`src/rtl/dispatch_queue.sv`:
```
// dispatch_queue: in-order circular buffer between fetch and issue.
// Takes up to FETCH_WIDTH packets per cycle, all-or-nothing. Presents up to
// ISSUE_WIDTH of its oldest entries, limited by ROB/RS credits. A dispatched WFI
// freezes the queue until flush or reset.

package dispatch_queue_pkg;

  // Fetch-to-decode packet. valid qualifies the lane; pc/inst are the payload.
  typedef struct packed {
    logic        valid;
    logic [31:0] pc;
    logic [31:0] inst;
  } if_id_packet_t;

  // RISC-V WFI encoding.
  localparam logic [31:0] WFI_INST = 32'h1050_0073;

  function automatic logic is_wfi(input if_id_packet_t p);
    return p.inst == WFI_INST;
  endfunction

endpackage

module dispatch_queue
  import dispatch_queue_pkg::*;
#(
  parameter  int FETCH_WIDTH = 2,
  parameter  int ISSUE_WIDTH = 2,
  parameter  int DEPTH       = 8,
  localparam int CNT_W       = $clog2(DEPTH + 1),
  localparam int OCNT_W      = $clog2(ISSUE_WIDTH + 1)
) (
  input  logic                             clock,
  input  logic                             reset,
  input  logic                             flush,
  input  if_id_packet_t [FETCH_WIDTH-1:0]  in_packet,
  output logic                             in_ready,
  input  logic [CNT_W-1:0]                 rob_free,
  input  logic [CNT_W-1:0]                 rs_free,
  output if_id_packet_t [ISSUE_WIDTH-1:0]  out_packet,
  output logic [OCNT_W-1:0]                out_count,
  output logic [CNT_W-1:0]                 count,
  output logic                             halted
);

  localparam int PTR_W = $clog2(DEPTH);
  localparam int ACC_W = $clog2(FETCH_WIDTH + 1);

  // Queue storage and bookkeeping state.
  if_id_packet_t      entry_q [DEPTH];
  logic [PTR_W-1:0]   head_q, head_d;
  logic [PTR_W-1:0]   tail_q, tail_d;
  logic [CNT_W-1:0]   count_q, count_d;
  logic               halted_q, halted_d;

  // Combinational intermediates.
  logic [CNT_W-1:0]   credit;
  logic [OCNT_W-1:0]  disp_n;
  logic               wfi_sent;
  logic [ACC_W-1:0]   acc_n;
  logic               accept;
  logic               run;

  // Dispatch width: min(count, IW, rob_free, rs_free), then cut after the first WFI.
  always_comb begin
    // NOTE: every variable gets a default before any conditional write, so no latch is inferred.
    credit   = count_q;
    disp_n   = '0;
    wfi_sent = 1'b0;
    if (rob_free < credit)             credit = rob_free;
    if (rs_free < credit)              credit = rs_free;
    if (CNT_W'(ISSUE_WIDTH) < credit)  credit = CNT_W'(ISSUE_WIDTH);
    for (int i = 0; i < ISSUE_WIDTH; i++) begin
      out_packet[i]       = entry_q[head_q + PTR_W'(i)];
      out_packet[i].valid = 1'b0;
      if (!halted_q && !flush && !wfi_sent && (CNT_W'(i) < credit)) begin
        out_packet[i].valid = 1'b1;
        disp_n              = OCNT_W'(i + 1);
        if (is_wfi(out_packet[i])) wfi_sent = 1'b1;
      end
    end
  end

  // Input side: room for a full group from the registered count; count contiguous valid lanes.
  always_comb begin
    in_ready = !halted_q && ((CNT_W'(DEPTH) - count_q) >= CNT_W'(FETCH_WIDTH));
    accept   = in_ready && !flush;
    acc_n    = '0;
    run      = 1'b1;
    for (int i = 0; i < FETCH_WIDTH; i++) begin
      if (run && in_packet[i].valid) acc_n = ACC_W'(i + 1);
      else                           run   = 1'b0;
    end
    if (!accept) acc_n = '0;
  end

  // Next-state pointers, occupancy and halt flag; flush clears everything.
  always_comb begin
    head_d   = head_q + PTR_W'(disp_n);
    tail_d   = tail_q + PTR_W'(acc_n);
    count_d  = count_q + CNT_W'(acc_n) - CNT_W'(disp_n);
    halted_d = halted_q | wfi_sent;
    if (flush) begin
      head_d   = '0;
      tail_d   = '0;
      count_d  = '0;
      halted_d = 1'b0;
    end
  end

  // Control state registers with synchronous reset.
  always_ff @(posedge clock) begin
    // NOTE: sequential state uses non-blocking assignments so all flops update together.
    if (reset) begin
      head_q   <= '0;
      tail_q   <= '0;
      count_q  <= '0;
      halted_q <= 1'b0;
    end else begin
      head_q   <= head_d;
      tail_q   <= tail_d;
      count_q  <= count_d;
      halted_q <= halted_d;
    end
  end

  // Write accepted lanes at tail in lane order.
  always_ff @(posedge clock) begin
    // NOTE: storage is left unreset; only valid entries are ever presented, and count gates that.
    for (int i = 0; i < FETCH_WIDTH; i++) begin
      if (ACC_W'(i) < acc_n) entry_q[tail_q + PTR_W'(i)] <= in_packet[i];
    end
  end

  assign out_count = disp_n;
  assign count     = count_q;
  assign halted    = halted_q;

endmodule

```
`config.mk`:
```
export PLATFORM = sky130hd
export DESIGN_NAME = dispatch_queue
export DESIGN_NICKNAME = d
export VERILOG_FILES = /design/src/rtl/dispatch_queue.sv
export SDC_FILE = /design/constraint.sdc
export NUM_CORES = 1
export LEC_CHECK = 0
export ABC_AREA = 0
export CAP_MARGIN = 30
export CORE_UTILIZATION = 50
export CTS_CLUSTER_SIZE = 25
export DETAILED_ROUTE_END_ITERATION = 10
export PLACE_DENSITY = 0.79
export SYNTH_ARGS = -nofsm -noshare
export SYNTH_HDL_FRONTEND = slang
export SYNTH_SLANG_ARGS = --single-unit
```
`constraint.sdc`:
```
create_clock -name clock -period 9.1 [get_ports clock]
set_clock_uncertainty 0.2 [all_clocks]
set_input_delay 2.73 -clock clock [delete_from_list [all_inputs] [get_ports clock]]
set_output_delay 2.73 -clock clock [all_outputs]
set_load 0.01 [all_outputs]
```
==> impl_metrics.py <==
metrics = {
    "clocking": {
        "post_cts_buffers": 0,
        "cts_tree": "yes",
        "clkTransAtPathRegs_ps": 60,
        "cts-htree-levels": 2,
        "clockBufferDepth": 3,
        "cts_root_buffer": "clkbuf_16",
        "hold_buffers": 0,
        "cts_buffers": 56,
        "clock-sinks": 523,
        "clk_latency_ps": 610,
    },
    "timing": {
        "tightest_slew_ps": 989,
        "drv_slew": 0,
        "setup_viol": 0,
        "hold_viol": 0,
        "holdWs_ps": 417,
        "timing.final.crit_share": 0.999,
        "period_needed_ps": 9090,
        "rsz0062_at_grt": "yes",
        "relSlewSlack": 0.341,
        "timing.fmax_ghz": 0.110,
    },
    "placed_design": {
        "hpwl_um": 53000,
        "globalplace.congestion": 0.854,
        "io_buffers": 278,
    },
    "job": {
        "maxCapViolCount": 0,
    },
    "die": {
        "io_pins": 279,
        "die_w_um": 249,
        "die_h_um": 249,
        "fp-row-count": 90,
        "core_um2": 60200,
        "start_util": 0.505,
        "die_area_um2": 61800,
    },
    "power_and_ir_drop": {
        "vdd_drop_max_v": 0.000152,
        "powerDensity_nw_per_um2": 206,
        "leakagePower_uw": 0.0114,
        "power_uw": 7400,
    },
    "setup_path": {
        "crit_type": "input pin to output pin",
        "cp.required_ps": 6170,
        "worst-r2r-setup-slack_ps": 3780,
        "cp.arrival_ps": 6160,
        "critPathCaptureType": "output pin",
        "cp_max_fo": 4,
        "startpoint_type": "input pin",
    },
    "yosys": {
        "synthSimpleGateAreaFrac": 0.0377,
        "yosys_warnings": 0,
        "synth-compound-area-share": 0.0109,
        "synth_area_um2": 30400,
        "async_flop_share": 0,
        "avgSynthCellArea_um2": 16.4,
        "synth_top_family_by_area": "multiplexers",
        "synthAdderAreaFrac": 0.0100,
        "ys_seq_area_frac": 0.513,
        "muxShareOfSynthArea": 0.404,
        "synth_flop_cell": "edfxtp_1",
        "synth_edf_count": 512,
        "ys_types": 54,
        "yosys.area_share.xor_xnor": 0.00374,
        "synth_fp_nets": 2022,
        "synth_seq_cells": 523,
        "syn_inst": 1859,
    },
    "global_route": {
        "grt_usage": 0.287,
        "grt_pass1_vias": 20300,
        "overflow": 0,
        "grt_max_degree": 72,
        "grt_pass1_wl_um": 132000,
        "grt_antenna_before_repair": 19,
    },
    "routing": {
        "viasPerCell": 6.64,
        "vias": 19600,
        "drt-total-wl_um": 89400,
        "wl_per_cell_um": 30.3,
        "first_iter_violations": 1814,
        "drc": 0,
        "ant_nets": 0,
        "drt_first_pass_iters": 5,
    },
    "layout": {
        "drive_gt1_frac": 0.455,
        "n_fill_cell": 4432,
        "fin_nets": 2271,
        "syn_to_final_growth_pct": 18.4,
    },
    "status": {
        "status": "finished, final reports clean",
    },
    "hold_path": {
        "min_path_type": "register to register",
    },
}
## path summary, 6_finish.rpt
kind / from / end / cells after the start
setup / recovery: rob_free[1] / out_count[0] / 14
hold / removal: halted$_SDFF_PP0_ / halted$_SDFF_PP0_ / 1
setup reg to reg: head_q[0]$_SDFF_PP0_ / count[3]$_SDFF_PP0_ / 15
hold reg to reg: halted$_SDFF_PP0_ / halted$_SDFF_PP0_ / 1
## cell type report
type | count | area [um2] | area share
Inverter | 15 | 56.3 | 0.00156
Antenna cell | 9 | 22.5 | 0.000626
Multi-Input combinational cell | 1187 | 14300 | 0.398
Timing Repair Buffer | 325 | 3250 | 0.0902
Tap cell | 782 | 978 | 0.0272
Clock buffer | 68 | 1470 | 0.0408
Sequential cell | 523 | 15600 | 0.433
Clock inverter | 37 | 290 | 0.00806
## worst max-delay path, cell delays in order
cell and delay, ps:
clkdlybuf4s50_1 510, ha_1 260, a2111o_1 420, nand2_2 110
nor2_1 50, a21oi_1 130, ha_1 260, a21oi_1 150
o31ai_1 90, a31oi_1 240, mux2_2 370, and3b_2 290
nor2b_2 60, clkdlybuf4s50_1 470
## cells in the mapped netlist, types with 3 or more instances
cell | number | area [um2]
mux2i_1 | 35 | 350
nor4bb_1 | 3 | 30.0
nor3_1 | 10 | 50.1
nand4_1 | 5 | 31.3
or3_1 | 3 | 18.8
nor4_1 | 10 | 62.6
and2_1 | 6 | 37.5
or4_1 | 4 | 30.0
inv_1 | 15 | 56.3
a221oi_1 | 14 | 123
ha_1 | 18 | 225
nor2b_1 | 3 | 18.8
dfxtp_1 | 11 | 220
a21oi_1 | 10 | 50.1
o21ai_0 | 3 | 15.0
mux4_2 | 236 | 5320
nand2_1 | 141 | 529
edfxtp_1 | 512 | 15400
buf_2 | 39 | 195
xnor2_1 | 5 | 43.8
fa_1 | 4 | 80.1
mux2_2 | 587 | 6610
clkbuf_1 | 73 | 274
buf_4 | 7 | 52.6
nand2b_1 | 4 | 25.0
buf_1 | 13 | 48.8
nand3_1 | 9 | 45.0
xor2_1 | 3 | 26.3
nor2_1 | 37 | 139
o22ai_1 | 5 | 31.3
nor4b_1 | 3 | 26.3
## registers in the layout (all words and copies together) (netlist names)
name     count
entry_q    512
tail_q       3
head_q       3
halted       1
count        4
## through the flow
| step | setup WS, ps | TNS [ps] | std cells | util | cell area, um2 |
|---|---|---|---|---|---|
| 6_report | 12.8 | 0 | 2946 | 0.598 | 36000 |
| 5_1_grt | -141 | -141 | 2945 | 0.598 | 36000 |
| 4_1_cts | 0.468 | 0 | 2937 | 0.597 | 36000 |
| 3_5_place_dp | -56.4 | -137 | 2832 | 0.568 | 34200 |
| 3_3_place_gp | 54.7 | 0 | 2831 | 0.567 | 34200 |
| 2_1_floorplan | 563 | 0 | 1859 | - | 30400 |
## power breakdown
part | total (uW) | switching [uW] | internal [uW]
sequential | 2850 | 80.5 | 2770
combinational | 2330 | 1120 | 1200
clock | 2220 | 967 | 1260
## kinds of logic (layout without fill, tap and decap cells)
| group | count (synthesis) | count (layout) |
|---|---|---|
| multiplexers | 858 | 858 |
| flip-flops | 523 | 523 |
| AND/OR/NAND/NOR | 251 | 251 |
| buffers and inverters | 149 | 445 |
| AO/OA/AOI/OAI | 46 | 46 |
| adder cells (fa/ha/maj) | 22 | 22 |
| XOR/XNOR | 10 | 10 |
| other | 0 | 9 |
## repair_timing
item                       CTS  global route
pin swaps                    1             2
setup endpoints to repair    3             3
resized for setup            1             4
## per-layer routing
layer / up-vias / GRT usage / wire [um]
met5: - / 0 / 109
met4: 18 / 0.112 / 2900
met3: 200 / 0.0563 / 8080
met2: 1060 / 0.469 / 43800
met1: 10200 / 0.380 / 34500
li1: 8119 / - / -
## layout by cell type (no fill, tap or decap), types with 3 or more instances in the layout
| cell type | Yosys | layout |
|---|---|---|
| nand2_1 | 141 | 138 |
| xnor2_1 | 5 | 5 |
| nor3_1 | 10 | 8 |
| and2_1 | 6 | 6 |
| edfxtp_1 | 512 | 512 |
| diode_2 | 0 | 9 |
| a221oi_1 | 14 | 14 |
| ha_1 | 18 | 17 |
| o22ai_1 | 5 | 3 |
| a21oi_1 | 10 | 10 |
| mux2_2 | 587 | 587 |
| inv_1 | 15 | 14 |
| bufinv_16 | 0 | 4 |
| clkinv_1 | 0 | 14 |
| or3_1 | 3 | 3 |
| dfxtp_1 | 11 | 8 |
| nor2_1 | 37 | 35 |
| xor2_1 | 3 | 3 |
| nor4b_1 | 3 | 3 |
| buf_4 | 7 | 39 |
| clkbuf_1 | 73 | 11 |
| fa_1 | 4 | 4 |
| nand4_1 | 5 | 5 |
| nand3_1 | 9 | 9 |
| clkinv_2 | 0 | 11 |
| nor4bb_1 | 3 | 3 |
| nand2b_1 | 4 | 4 |
| nor4_1 | 10 | 8 |
| mux2i_1 | 35 | 35 |
| clkinvlp_4 | 0 | 6 |
| mux4_2 | 236 | 236 |
| clkdlybuf4s50_1 | 0 | 276 |
| clkbuf_16 | 0 | 57 |
| or4_1 | 4 | 4 |
| buf_12 | 0 | 7 |
(Power assumes the default switching activity.)
==> edit 1: new RTL, config.mk and constraints unchanged <==
Set the parameter `FETCH_WIDTH` to 1 (it was 2).
--- a/src/rtl/dispatch_queue.sv
+++ b/src/rtl/dispatch_queue.sv
@@ -24,7 +24,7 @@
 module dispatch_queue
   import dispatch_queue_pkg::*;
 #(
-  parameter  int FETCH_WIDTH = 2,
+  parameter  int FETCH_WIDTH = 1,
   parameter  int ISSUE_WIDTH = 2,
   parameter  int DEPTH       = 8,
   localparam int CNT_W       = $clog2(DEPTH + 1),
Interface: changed (resized in_packet); port bits go from 279 to 214. No check against the original RTL was run, so the function may have changed too.
==> edit 1 against the unedited design <==
Non-clock buffer count fell by 65. Routed wire length fell by 36%. Synthesized area fell by 20%. Sequential share of layout area rose by 10 points. Sequential power fell by 4%. Sequential cell count did not move. Setup slack improved by 0.18 ns. Design area fell by 19%. Power fell by 13%. Die area fell by 20%.
==> edit 1: results (changes against the unedited design) <==
Logic synthesis:
- In the synthesized netlist, the cells that appear most often are sky130_fd_sc_hd__edfxtp_1 (512), sky130_fd_sc_hd__mux4_2 (246), sky130_fd_sc_hd__mux2_2 (112).
- The xor/xnor cell area share of the yosys netlist is 0.002161 (-0.001582).
- The top cell type's share of synthesized area is 0.6321 (+0.1267).
- The net count of the mapped netlist was 1273 (-37%).
- The synthesized-area fraction occupied by adder cells was 0.009363 (-0.0006736).
- The unique cell type count in the Yosys netlist came to 55 (+1.9%).
- The fraction of the mapped netlist area in compound gates is 0.009157 (-0.001784).
- Sorting the synthesized cells by area gives the leading types as sky130_fd_sc_hd__edfxtp_1 (63%), sky130_fd_sc_hd__mux4_2 (23%), sky130_fd_sc_hd__mux2_2 (5.2%), sky130_fd_sc_hd__dfxtp_1 (0.91%), sky130_fd_sc_hd__ha_1 (0.77%).

GRT:
- The pin count of the biggest net entering global routing is 55 (-24%).
- The initial antenna violation count is 6 (-13).
- The global-route total usage across every layer was 0.2375 (-0.04956).
- The wire length of the first global-routing pass is 87150 um (-34%).
- The via count of the first global-routing pass came to 13705 (-33%).

Power and ir drop:
- The worst-case vdd ir drop is 0.1415 mV (-6.9%).
- The leakage power is 0.008959 uW (-22%).

Finish:
- The number of filler cells placed in the layout was 3315 (-25%).
- The total number of nets in the final design was 1513 (-33%).

Critical path:
- Broken down by cell family, the worst path's largest delay share belongs to buffers and inverters.
- The data arrival time of the critical path is 5.98 ns (-0.18 ns).

Clock network:
- The CTS buffer count is 53 (-5.4%).
- The total of cells resized after clock tree synthesis was 12 (+11).

Place:
- The number of port buffers is 213 (-23%).
- The placed wire-length estimate after detailed placement is 35910 um (-32%).
- The setup slack after placement was -0.4106 ns (-0.3542 ns).

Routing:
- The detailed-route via count is 13223 (-32%).
- The iteration-0 DRC count of the detailed router is 1205 (-34%).

Outcome:
- The flow ran to the end, and the final reports show no timing, DRC or antenna violations.
==> edit 1: kinds of logic (layout without fill, tap and decap cells) <==
kind of cell               after synthesis  after routing
DFF                                    523            523
xor gates and xnor gates                 6              6
muxes                                  378            378
buffers and inverters                   88            369
AOI/OAI and AO/OA                       28             28
other                                    0              1
adders and majority gates               17             17
and+or+nand+nor                        140            140
==> edit 1: worst paths after layout <==
kind	depth (start not counted)	from	end	slack, ns
setup / recovery	17	rob_free[2]	out_count[1]	0.19
hold / removal	1	halted	halted	0.43
setup reg to reg	14	head_q[0]	count[3]	4.14
hold reg to reg	1	halted	halted	0.43
==> edit 1: cell type report <==
cell class / instances / area, um^2 / area share
flip-flops and latches: 523 / 15610 / 0.5352
multi-input cells: 569 / 8438 / 0.2894
repair buffers: 260 / 2590 / 0.08881
clock buffers: 70 / 1433 / 0.04913
well taps: 615 / 769.5 / 0.02639
clock inverters: 26 / 274.0 / 0.009396
inverters: 13 / 48.80 / 0.001673
diodes: 1 / 2.502 / 0.00008581
==> edit 1: where the power goes <==
group	switching, uW	leakage (uW)	internal (uW)	total, uW
registers	55.7	0.00471	2690	2750
logic	696	0.00342	844	1540
clock network	875	0.000823	1270	2150
==> edit 1: metrics by stage <==
stage                     cell area [um^2]  total power [uW]  hold slack (ns)  cells
after floorplan                      24330              3710           0.3493   1180
after global placement               27320              4311           0.3911   1976
after detailed placement             27410              4334           0.3957   1980
after CTS                            29150              6482           0.4168   2076
after global routing                 29160              6651           0.4816   2076
final                                29160              6433           0.4270   2077
==> edit 1: per-layer routing <==
layer,global-route usage,up-vias,wire length (um)
met5,0,-,53
met4,0.08053,8,1634
met3,0.03928,104,3979
met2,0.3931,514,28890
met1,0.3222,7040,22970
li1,-,5557,-
==> edit 2: new RTL, same settings <==
Made on the original files. Make the reset (`reset`) asynchronous in one clocked block. Comments in the files are not updated.
--- a/src/rtl/dispatch_queue.sv
+++ b/src/rtl/dispatch_queue.sv
@@ -109,7 +109,7 @@
   end
 
   // Control state registers with synchronous reset.
-  always_ff @(posedge clock) begin
+  always_ff @(posedge clock or posedge reset) begin
     // NOTE: sequential state uses non-blocking assignments so all flops update together.
     if (reset) begin
       head_q   <= '0;
Formal check against the unedited RTL: differs if reset is asserted again (counterexample within 4 cycles, from zero or initial values and one cycle with reset high); with reset held inactive, the same outputs for 4 cycles.
==> edit 2 against the unedited design <==
Worst hold slack gained 0.018 ns. Sequential share of layout area grew 0.062 points. Synthesized area grew 0.84%. Sequential power grew 3%. Sequential cell count is the same. Critical path type unchanged. Largest power group is now combinational logic. Non-clock buffer count grew 10. Design area grew 0.23%. Routed wire length shrank 4.5%. First-iteration DRC count shrank 13%. Power grew 28%. Core utilization shrank 0.088 points. Setup slack gained 0.20 ns.
==> edit 2: results (changes against the unedited design) <==
Routing:
- The total length of routed met2 wires is 43000 um (-1.9%).
- The met1 routed wirelength after detailed routing is 32840 um (-4.8%).
- The total length of routed met3 wires was 7017 um (-13%).
- The via-per-instance ratio is 6.515 (-1.9%).
- The average detailed-routed wire length per instance is 30.32 um (about the same).
- The iteration-0 DRC count of the detailed router came to 1587 (-13%).

Critical path:
- The largest stage delay on the critical path is 0.48 ns (-0.03 ns).
- The worst-path maximum fanout is 3 (-1).
- The depth of the worst register-to-register path is 14 (-1).

GRT:
- The via count of the first global-routing pass is 19164 (-5.7%).
- The met2 demand-to-capacity share in global routing was 0.4635 (-0.005431).
- The initial antenna violation count is 12 (-7).
- The global-route track usage on met1 is 0.3549 (-0.02505).
- The pin count of the biggest net entering global routing is 50 (-31%).
- The wire length of the first global-routing pass is 124800 um (-5.1%).
- The global-route total usage across every layer is 0.2725 (-0.01453).
- The met3 demand-to-capacity share in global routing is 0.05069 (-0.005629).

Power and ir drop:
- The worst-case vdd ir drop came to 0.1649 mV (+8.5%).
- The power drawn by the sequential cells was 2940 uW (+3%).
- The combinational fraction of design power is 0.460 (+0.146).
- The internal portion of total power was 6425 uW (+23%).
- The total power came to 9447 uW (+28%).
- The leakage power is 0.01145 uW (about the same).

Place:
- The post-placement cell area is 34350 um^2 (+0.41%).
- The placed wire-length estimate after detailed placement was 52190 um (-1.5%).
- The final RePlAce weighted congestion came to 0.8458 (-0.90%).
- The setup slack after placement came to -0.1036 ns (-0.04717 ns).

Finish:
- The fraction of final layout cells sized beyond drive strength 1 is 0.5200 (+0.06520).
- The flip-flop count of the largest register, all copies and words added is 512 (unchanged).
- The total number of nets in the final design came to 2155 (-5.1%).
- The non-filler instance count after layout is 2817 (-4.4%).

Logic synthesis:
- The fraction of the mapped netlist area in compound gates is 0.007587 (-0.003354).
- The synthesized-area fraction occupied by adder cells is 0.009953 (-0.00008351).
- The mux share of post-synthesis cell area is 0.4236 (+0.02001).
- The average instance area after synthesis is 17.76 um^2 (+8.5%).
- The register area share after synthesis is 0.5102 (-0.002471).
- The xor/xnor cell area share of the yosys netlist is 0.002529 (-0.001214).
- The net count of the mapped netlist is 1890 (-6.5%).
- The share of synthesized registers carrying an async set or reset is 0.02103 (+0.02103).
- The combinational family with the most area after synthesis is multiplexers.
- By count the netlist is led by sky130_fd_sc_hd__mux2_2 (640), sky130_fd_sc_hd__edfxtp_1 (512), sky130_fd_sc_hd__mux4_2 (256).
- The unique cell type count in the Yosys netlist came to 51 (-5.6%).
- By area the synthesized netlist is led by sky130_fd_sc_hd__edfxtp_1 (50%), sky130_fd_sc_hd__mux2_2 (23%), sky130_fd_sc_hd__mux4_2 (19%), sky130_fd_sc_hd__dfrtp_1 (0.90%), sky130_fd_sc_hd__buf_2 (0.88%).

Clock network:
- The total of cells resized after clock tree synthesis is 2 (+1).
- The hold-fix buffer count after cts is 0 (unchanged).
- Clock tree synthesis selected as its root buffer the cell sky130_fd_sc_hd__clkbuf_16.

Outcome:
- The flow ran to the end, and the final reports show no timing, DRC or antenna violations.

Timing:
- The relative slew slack is 0.3546 (+0.01400).
## edit 2: area by class of cell
cell class / count / area, um^2
timing repair buffer: 335 / 3341
clock inverter: 30 / 234.0
tap: 782 / 978.4
fill: 4436 / 24390
antenna: 6 / 15.01
inverter: 18 / 67.56
multi-input combinational: 1058 / 14330
sequential: 523 / 15660
clock buffer: 65 / 1456
## edit 2: cell families (layout without fill, tap and decap cells)
logic type      after synthesis  count (layout)
simple gates                 96              96
buf+inv                     146             448
fa+ha+maj                    22              22
mux                         898             898
xor+xnor                      8               8
compound gates               34              34
flops                       523             523
other cells                   0               6
## edit 2: final timing paths
check / slack, ns / start / endpoint
setup / recovery: 0.21 / rob_free[2] / out_packet[64]
hold / removal: 0.44 / halted / halted
setup reg to reg: 3.88 / head_q[0] / count[3]
hold reg to reg: 0.44 / halted / halted
max in group asynchronous: 6.10 / reset / head_q[2]
min in group asynchronous: 2.26 / reset / tail_q[0]
